**src/rtl/mips_pkg.sv**
```systemverilog
// mips_pkg: shared op/state encodings and iteration count for the multiply/divide unit
package mips_pkg;
  localparam logic [1:0] OP_MULT = 2'b00, OP_MULTU = 2'b01, OP_DIV = 2'b10, OP_DIVU = 2'b11;
  typedef enum logic [1:0] {MD_IDLE, MD_CALC, MD_FIX} md_state_t;
  localparam int MD_ITER = 32;
endpackage

```
**src/rtl/muldiv_step.sv**
```systemverilog
// muldiv_step: one radix-2 shift-add (multiply) or restoring shift-subtract (divide) iteration
module muldiv_step #(
  parameter int w = 32
) (
  input  logic           div,
  input  logic [2*w-1:0] acc,
  input  logic [w-1:0]   opnd,
  output logic [2*w-1:0] acc_n
);
  logic [w:0] sum, diff;
  assign sum   = {1'b0, acc[2*w-1:w]} + (acc[0] ? {1'b0, opnd} : '0);
  assign diff  = acc[2*w-1:w-1] - {1'b0, opnd};
  assign acc_n = div ? (diff[w] ? {acc[2*w-2:0], 1'b0} : {diff[w-1:0], acc[w-2:0], 1'b1})
                     : {sum, acc[w-1:1]};
endmodule

```
**src/rtl/muldiv_unit.sv**
```systemverilog
// muldiv_unit: iterative 32-bit MULT/MULTU/DIV/DIVU unit with HI/LO registers
module muldiv_unit
  import mips_pkg::*;
#(
  parameter int num_bit = 32
) (
  input  logic               clk,
  input  logic               rst,
  input  logic               start,
  input  logic [1:0]         op,
  input  logic [num_bit-1:0] data1,
  input  logic [num_bit-1:0] data2,
  input  logic               mthi,
  input  logic               mtlo,
  input  logic [num_bit-1:0] wdata,
  output logic               busy,
  output logic               done,
  output logic               div_by_zero,
  output logic [num_bit-1:0] hi,
  output logic [num_bit-1:0] lo
);
  localparam int w = num_bit;
  md_state_t state, state_n;
  logic [5:0] cnt;
  logic [2*w-1:0] acc, acc_n, prod;
  logic [w-1:0] opnd, a1, a2, q_fix, r_fix;
  logic is_div, sgn, dz_in, div_q, dz_q, s1, s2;
  assign is_div = (op == OP_DIV) || (op == OP_DIVU);
  assign sgn    = (op == OP_MULT) || (op == OP_DIV);
  assign dz_in  = is_div && (data2 == '0);
  assign a1     = (sgn && data1[w-1]) ? -data1 : data1;
  assign a2     = (sgn && data2[w-1]) ? -data2 : data2;
  assign prod   = (s1 ^ s2) ? -acc : acc;
  assign q_fix  = (s1 ^ s2) ? -acc[w-1:0] : acc[w-1:0];
  assign r_fix  = s1 ? -acc[2*w-1:w] : acc[2*w-1:w];
  assign busy   = state != MD_IDLE;
  muldiv_step #(.w(w)) u_step (.div(div_q), .acc(acc), .opnd(opnd), .acc_n(acc_n));
  always_ff @(posedge clk)
    if (!rst) state <= MD_IDLE;
    else      state <= state_n;
  always_comb begin
    state_n = state;
    state_n = state == MD_IDLE ? (start ? (dz_in ? MD_FIX : MD_CALC) : MD_IDLE)
            : state == MD_CALC ? (cnt == 6'(MD_ITER - 1) ? MD_FIX : MD_CALC)
            : MD_IDLE;
  end
  always_ff @(posedge clk) begin
    if (!rst) begin
      cnt <= '0;
      acc <= '0;
      opnd <= '0;
      div_q <= 1'b0;
      dz_q <= 1'b0;
      s1 <= 1'b0;
      s2 <= 1'b0;
      done <= 1'b0;
      div_by_zero <= 1'b0;
      hi <= '0;
      lo <= '0;
    end else begin
      done <= 1'b0;
      if (state == MD_IDLE) begin
        if (mthi) hi <= wdata;
        if (mtlo) lo <= wdata;
        if (start) begin
          div_q <= is_div;
          dz_q <= dz_in;
          s1 <= sgn && data1[w-1];
          s2 <= sgn && data2[w-1];
          div_by_zero <= 1'b0;
          cnt <= '0;
          acc <= {{w{1'b0}}, dz_in ? data1 : a1};
          opnd <= a2;
        end
      end else if (state == MD_CALC) begin
        acc <= acc_n;
        cnt <= cnt + 6'd1;
      end else begin
        done <= 1'b1;
        div_by_zero <= dz_q;
        hi <= dz_q ? acc[w-1:0] : div_q ? r_fix : prod[2*w-1:w];
        lo <= dz_q ? '1 : div_q ? q_fix : prod[w-1:0];
      end
    end
  end
endmodule

```
**config.mk**
```make
export PLATFORM = sky130hd
export DESIGN_NAME = muldiv_unit
export DESIGN_NICKNAME = d
export VERILOG_FILES = /design/src/rtl/mips_pkg.sv /design/src/rtl/muldiv_step.sv /design/src/rtl/muldiv_unit.sv
export SDC_FILE = /design/constraint.sdc
export NUM_CORES = 1
export LEC_CHECK = 0
export ABC_AREA = 1
export CORE_UTILIZATION = 50
export DETAILED_ROUTE_END_ITERATION = 12
export DONT_BUFFER_PORTS = 1
export SETUP_SLACK_MARGIN = 0.5
export SLEW_MARGIN = 5
export SYNTH_ARGS = -nofsm -noshare
export SYNTH_HDL_FRONTEND = slang
export SYNTH_SLANG_ARGS = --single-unit
```
**constraint.sdc**
```tcl
create_clock -name clk -period 7.54 [get_ports clk]
set_clock_uncertainty 0.2 [all_clocks]
set_input_delay 1.508 -clock clk [delete_from_list [all_inputs] [get_ports clk]]
set_output_delay 1.508 -clock clk [all_outputs]
set_load 0.01 [all_outputs]
```
==> reports/metrics.csv, run 1 <==
metric;value;unit
status;completed;
synth.largest_area_cell;nand2_1;
drive_gt1_share;4.01;%
crit_fanout;52;
vias_per_cell;5.89;
post-place-ws;3.22;ns
grt_pass1_vias;19402;
synth_commonest_cells;940 x nand2_1, 398 x inv_1, 315 x nor2_1;
async_reset_ff_share;0;%
initial_core_util;50.7;%
root_buffer;clkbuf_16;
area_delta_synth_final;4.76;%
cts_sinks;174;
place_area;17700;µm²
slew_viol_final;0;
fin_cells;3572;
num_antenna_cells;0;
ys.flop_type;dfxtp_1;
final_hold_viol_count;0;
crit_type;input pin to flop;
nets;3278;
post-cts-setup-buffers;0;
critPathLaunchType;input pin;
postRouteWirelength;71900;µm
rows;68;
synth_top_area_share;20.1;%
relSlewSlack;35.6;%
io_pins;170;
die_y;189;µm
max-cap-violations;0;
setup_viol;0;
avgSynthCellArea;5.49;µm²
die_w;189;µm
period_needed;3.88;ns
cts.repair.resized;0;
drc;0;
gp_congestion;1.02;
ir_drop;0.000170;V
setup_slack;3.66;ns
gr-total-overflow;0;
clkTransAtPathRegs;0.08;ns
fmax;258;MHz
synth-edff-count;0;
power_leakage;0.00911;µW
track_usage;39.6;%
synth_most_common_cell;nand2_1;
wire_per_inst;20.1;µm
cts_hold_buf;0;
ys_seq_area_share;19.9;%
grt_pass1_wl;109000;µm
cts_made_buffers;17;
power_density;186;nW/µm²
clk_latency;0.46;ns
period_share;51.4;%
antenna_found_initial;1;
worstPathRequired;7.70;ns
synth_cells;3189;
post-route-cell-area;18400;µm²
tightestPinTransition;0.965;ns
synth.distinct_cells;49;
crit_arrival;4.04;ns
cts.path.max_buffers;2;
htreeDepth;4;
fin_setup_tns;0;ns
dr.pass1.iters;6;
io_buffers;0;
ant_nets;0;
synth_area;17500;µm²
grt_max_degree;125;
dieArea;35800;µm²
cts_tree;done;
vias;21028;
synth_top_cells_by_area;nand2_1 20%, dfxtp_1 20%, inv_1 8.5%;
yosys_register_bits;174;
post-dp-hpwl;56300;µm
cp-end-kind;flop;
min_path_type;flop to flop;
fp.coreArea;34500;µm²
ys_warn_count;0;
drt_iter0_drc;1794;
place_inst;3540;
synth_nets;3363;
rsz0062_at_grt;no;
## logic make-up (layout without fill, tap and decap cells)
logic type	after synthesis	count (layout)	synth area share [%]
AND/OR/NAND/NOR	1676	1676	40.1
AO/OA/AOI/OAI	675	675	20.5
flip-flops	174	174	19.9
XOR/XNOR	46	46	2.30
buffers and inverters	547	475	12.0
adder cells (fa/ha/maj)	71	71	5.16
## final cells by class
type | instances | area, µm²
Timing Repair Buffer | 19 | 143
Tap cell | 455 | 569
Multi-Input combinational cell | 2468 | 12000
Fill cell | 3749 | 16200
Sequential cell | 174 | 3490
Clock inverter | 15 | 188
Clock buffer | 17 | 425
Inverter | 424 | 1590
## critical path, stage by stage
cell,delay [ns]
nand2_2,0.42
inv_2,0.49
nor2_4,0.64
buf_4,0.55
nand2_1,0.10
a221oi_1,0.28
## report_power, final
part	switching (µW)	leakage (µW)	total, µW	internal (µW)
clock	472	0.000301	953	480
sequential	127	0.00144	1120	997
combinational	931	0.00738	1330	398
total	1530	0.00911	3410	1880
## flip-flops by register name, summed over array words and instances, names as in the netlist
register / cells
state: 2
hi: 32
done: 1
opnd: 32
cnt: 6
div_q: 1
s2: 1
div_by_zero: 1
s1: 1
lo: 32
acc: 64
dz_q: 1
## through the flow
| stage | util [%] | power, µW | hold WS (ns) |
|---|---|---|---|
| after global placement | 51.4 | 2420 | 0.267 |
| final | 53.1 | 3410 | 0.288 |
| after global routing | 53.1 | 3600 | 0.313 |
| after floorplan | - | 2070 | 0.244 |
| after CTS | 53.1 | 3380 | 0.285 |
| after detailed placement | 51.4 | 2440 | 0.272 |
## layer usage
metal	wire, µm	global-route usage (%)
met5	9	0
met4	5730	30.0
met3	4680	6.38
met2	34500	68.7
met1	27000	43.5
## final timing paths
check	start	end	slack, ns	depth (start not counted)
max	start	cnt[4]	3.66	6
min	s2	s2	0.29	2
max reg2reg	state[1]	cnt[4]	3.73	8
min reg2reg	s2	s2	0.29	2
## cell usage in the layout, fill, tap and decap left out, types with 7 or more instances in the layout
cell and count:
a21oi_1 288, a31oi_1 41, buf_4 19, clkbuf_16 17, clkinv_1 7, dfxtp_1 172
ha_1 69, inv_1 396, inv_2 21, nand2_1 939, nand2_2 12, nand3_1 290
nand3b_1 18, nand4_1 23, nor2_1 313, nor2_2 11, nor3_1 35, o211ai_1 8
o21ai_0 257, o21ai_1 32, o21bai_1 14, o31ai_1 9, or2_2 7, xnor2_1 16
xor2_1 30
Power figures use the tool's default switching activity.
==> run 2: changes to the inputs <==
--- a/config.mk
+++ b/config.mk
@@ -9,6 +9,7 @@
 export CORE_UTILIZATION = 50
 export DETAILED_ROUTE_END_ITERATION = 12
 export DONT_BUFFER_PORTS = 1
+export PLACE_DENSITY = 0.68
 export SETUP_SLACK_MARGIN = 0.5
 export SLEW_MARGIN = 5
 export SYNTH_ARGS = -nofsm -noshare
==> constraint.sdc (replaced) <==
create_clock -name clk -period 3.33 [get_ports clk]
set_clock_uncertainty 0.2 [all_clocks]
set_input_delay 0.666 -clock clk [delete_from_list [all_inputs] [get_ports clk]]
set_output_delay 0.666 -clock clk [all_outputs]
set_load 0.01 [all_outputs]
==> run 2 against run 1 <==
Compared with the run above: worst hold slack lost 0.14 ns; highest routed layer is now met4; combinational power grew to 2.5 times the previous value; routed wire length grew 5.2%; count of clock-buffer cells in the layout is the same; final area grew 5.8%.
==> reports/metrics.csv, run 2 (same netlist as run 1, synthesis figures left out) <==
metric;value;unit;change
fmax;350;MHz;
met1_length;27300;µm;was 27000 µm
clkTransAtPathRegs;0.08;ns;about the same
nets;3341;;was 3278
worstPathRequired;3.45;ns;was 7.70 ns
area_delta_synth_final;10.8;%;was 4.76%
num_antenna_cells;0;;unchanged
wl_met2;35000;µm;was 34500 µm
antenna_found_initial;1;;unchanged
top_layer_used;met4;;was met5
gr-total-overflow;0;;unchanged
io_buffers;0;;unchanged
ant_nets;0;;unchanged
grt_max_degree;125;;unchanged
die_w;189;µm;unchanged
period_share;85.8;%;
worst_r2r_path_depth;12;;was 8
grt_pass1_wl;113000;µm;was 109000 µm
whs;0.151;ns;was 0.288 ns
fp.coreArea;34500;µm²;unchanged
status;completed;;unchanged
final_common_cell;nand2_1;;unchanged
vias_per_cell;5.93;;was 5.89
slew_viol_final;0;;unchanged
drt_iter0_drc;2068;;was 1794
worst_r2r_startpoint;acc[0];;was state[1]
dr.pass1.iters;8;;was 6
root_buffer;clkbuf_16;;unchanged
cts.path.max_buffers;2;;unchanged
crit_path_start;acc[0];;was start
wire_per_inst;20.8;µm;was 20.1 µm
finalCoreUtilization;56.2;%;was 53.1%
dr_wl_met3;5950;µm;was 4680 µm
cp-end-kind;flop;;unchanged
vias;21559;;was 21.0k
dieArea;35800;µm²;unchanged
power_density;416;nW/µm²;was 186 nW/µm²
gp_congestion;1.12;;was 1.02
relSlewSlack;30.2;%;was 35.6%
cts_tree;done;;unchanged
critPathLaunchType;flop;;was input pin
cts_made_buffers;17;;unchanged
crit_fanout;17;;was 52
max-cap-violations;0;;unchanged
fillers;3672;;was 3749
htreeDepth;4;;unchanged
track_usage;41.3;%;was 39.6%
largest_reg_flops;64;;unchanged
power_leakage;0.00949;µW;was 0.00911 µW
period_needed;2.86;ns;
ir_drop;0.000410;V;was 0.000170 V
r2r_setup_slack;0.47;ns;was 3.73 ns
final_hold_viol_count;0;;unchanged
largest_register;acc;;unchanged
clk_latency;0.47;ns;was 0.46 ns
fin_setup_tns;0;ns;unchanged
crit_path_end;lo[26];;was cnt[4]
drive_gt1_share;8.99;%;was 4.01%
min_path_type;input pin to flop;;was flop to flop
cts_hold_buf;0;;unchanged
cts_sinks;174;;unchanged
io_pins;170;;unchanged
setup_slack;0.471;ns;was 3.66 ns
rows;68;;unchanged
grt_pass1_vias;19997;;was 19.4k
crit_arrival;2.98;ns;was 4.04 ns
postRouteWirelength;75600;µm;was 71900 µm
crit_type;flop to flop;;was input pin to flop
initial_core_util;50.7;%;unchanged
drc;0;;unchanged
post-place-ws;0.254;ns;was 3.22 ns
final_cell_mix;923 x nand2_1, 396 x inv_1, 301 x nor2_1;;was 939 x nand2_1, 396 x inv_1, 313 x nor2_1
setup_viol;0;;unchanged
rsz0062_at_grt;yes;;was no
post-dp-hpwl;58000;µm;was 56300 µm
tightestPinTransition;1.04;ns;was 0.965 ns
r2r_end;lo[26];;was cnt[4]
die_y;189;µm;unchanged
[run 2: cell count changes in the layout (fill, tap and decap cells not counted), sizes merged]
| cell | previous run | this run |
|---|---|---|
| clkbuf | 17 | 18 |
| clkinvlp | 0 | 1 |
| inv | 426 | 429 |
| nand2 | 956 | 964 |
| buf | 19 | 73 |
| clkinv | 12 | 8 |
[run 2: per-layer routing]
layer  up-vias  global-route usage, %
met4         0                   35.6
li1      10316                      -
met5         -                      0
met2      1110                   69.5
met3       312                   6.19
met1      9821                   45.7
[run 2: what timing repair did]
action / 4_1_cts / 5_1_grt
pin swaps: 2 / 21
hold endpoints to repair: 0 / 0
resized for setup: 12 / 124
buffers inserted: 2 / 6
cloned: 3 / 6
endpoints found under the setup margin: 33 / 53
[run 2: area by class of cell]
type	instances	area [µm²]	area share [%]
Multi-Input combinational cell	2476	12500	64.3
Tap cell	455	569	2.93
Timing Repair Buffer	74	627	3.23
Inverter	424	1590	8.21
Sequential cell	174	3520	18.1
Clock inverter	15	186	0.960
Clock buffer	17	425	2.19
[run 2: worst min-delay path by stage]
| stage | from | to | slack [ns] | cells after the start |
|---|---|---|---|---|
| floorplan | s2 | s2 | 0.24 | 2 |
| global placement | cnt[3] | cnt[3] | 0.27 | 2 |
| global route | rst | lo[15] | 0.14 | 2 |
| finish | rst | lo[21] | 0.15 | 2 |
| detailed placement | cnt[3] | cnt[3] | 0.27 | 2 |
| CTS | rst | lo[21] | 0.13 | 2 |
[run 2: where the power goes]
part | total (µW) | internal, µW | switching [µW] | leakage [µW]
logic | 3390 | 1060 | 2330 | 0.00774
registers | 2520 | 2260 | 259 | 0.00145
clock network | 2170 | 1090 | 1080 | 0.000300
[run 2: stage by stage]
| stage | cells | power [µW] | area (µm²) |
|---|---|---|---|
| after floorplan | 3189 | 4690 | 17500 |
| after global placement | 3586 | 5600 | 18100 |
| after detailed placement | 3586 | 5620 | 18100 |
| after CTS | 3623 | 7840 | 18900 |
| after global routing | 3635 | 8500 | 19400 |
| final | 3635 | 8090 | 19400 |
[run 2: critical path: stages, from the launching register on]
cell       delay (ns)
dfxtp_4          0.39
clkbuf_16        0.21
inv_2            0.15
ha_1             0.22
nand3_2          0.15
nor2_2           0.16
nand2_1          0.09
nand2_1          0.12
nand2_1          0.14
nor2_1           0.18
nor2_1           0.06
o31ai_1          0.48
a31oi_1          0.15
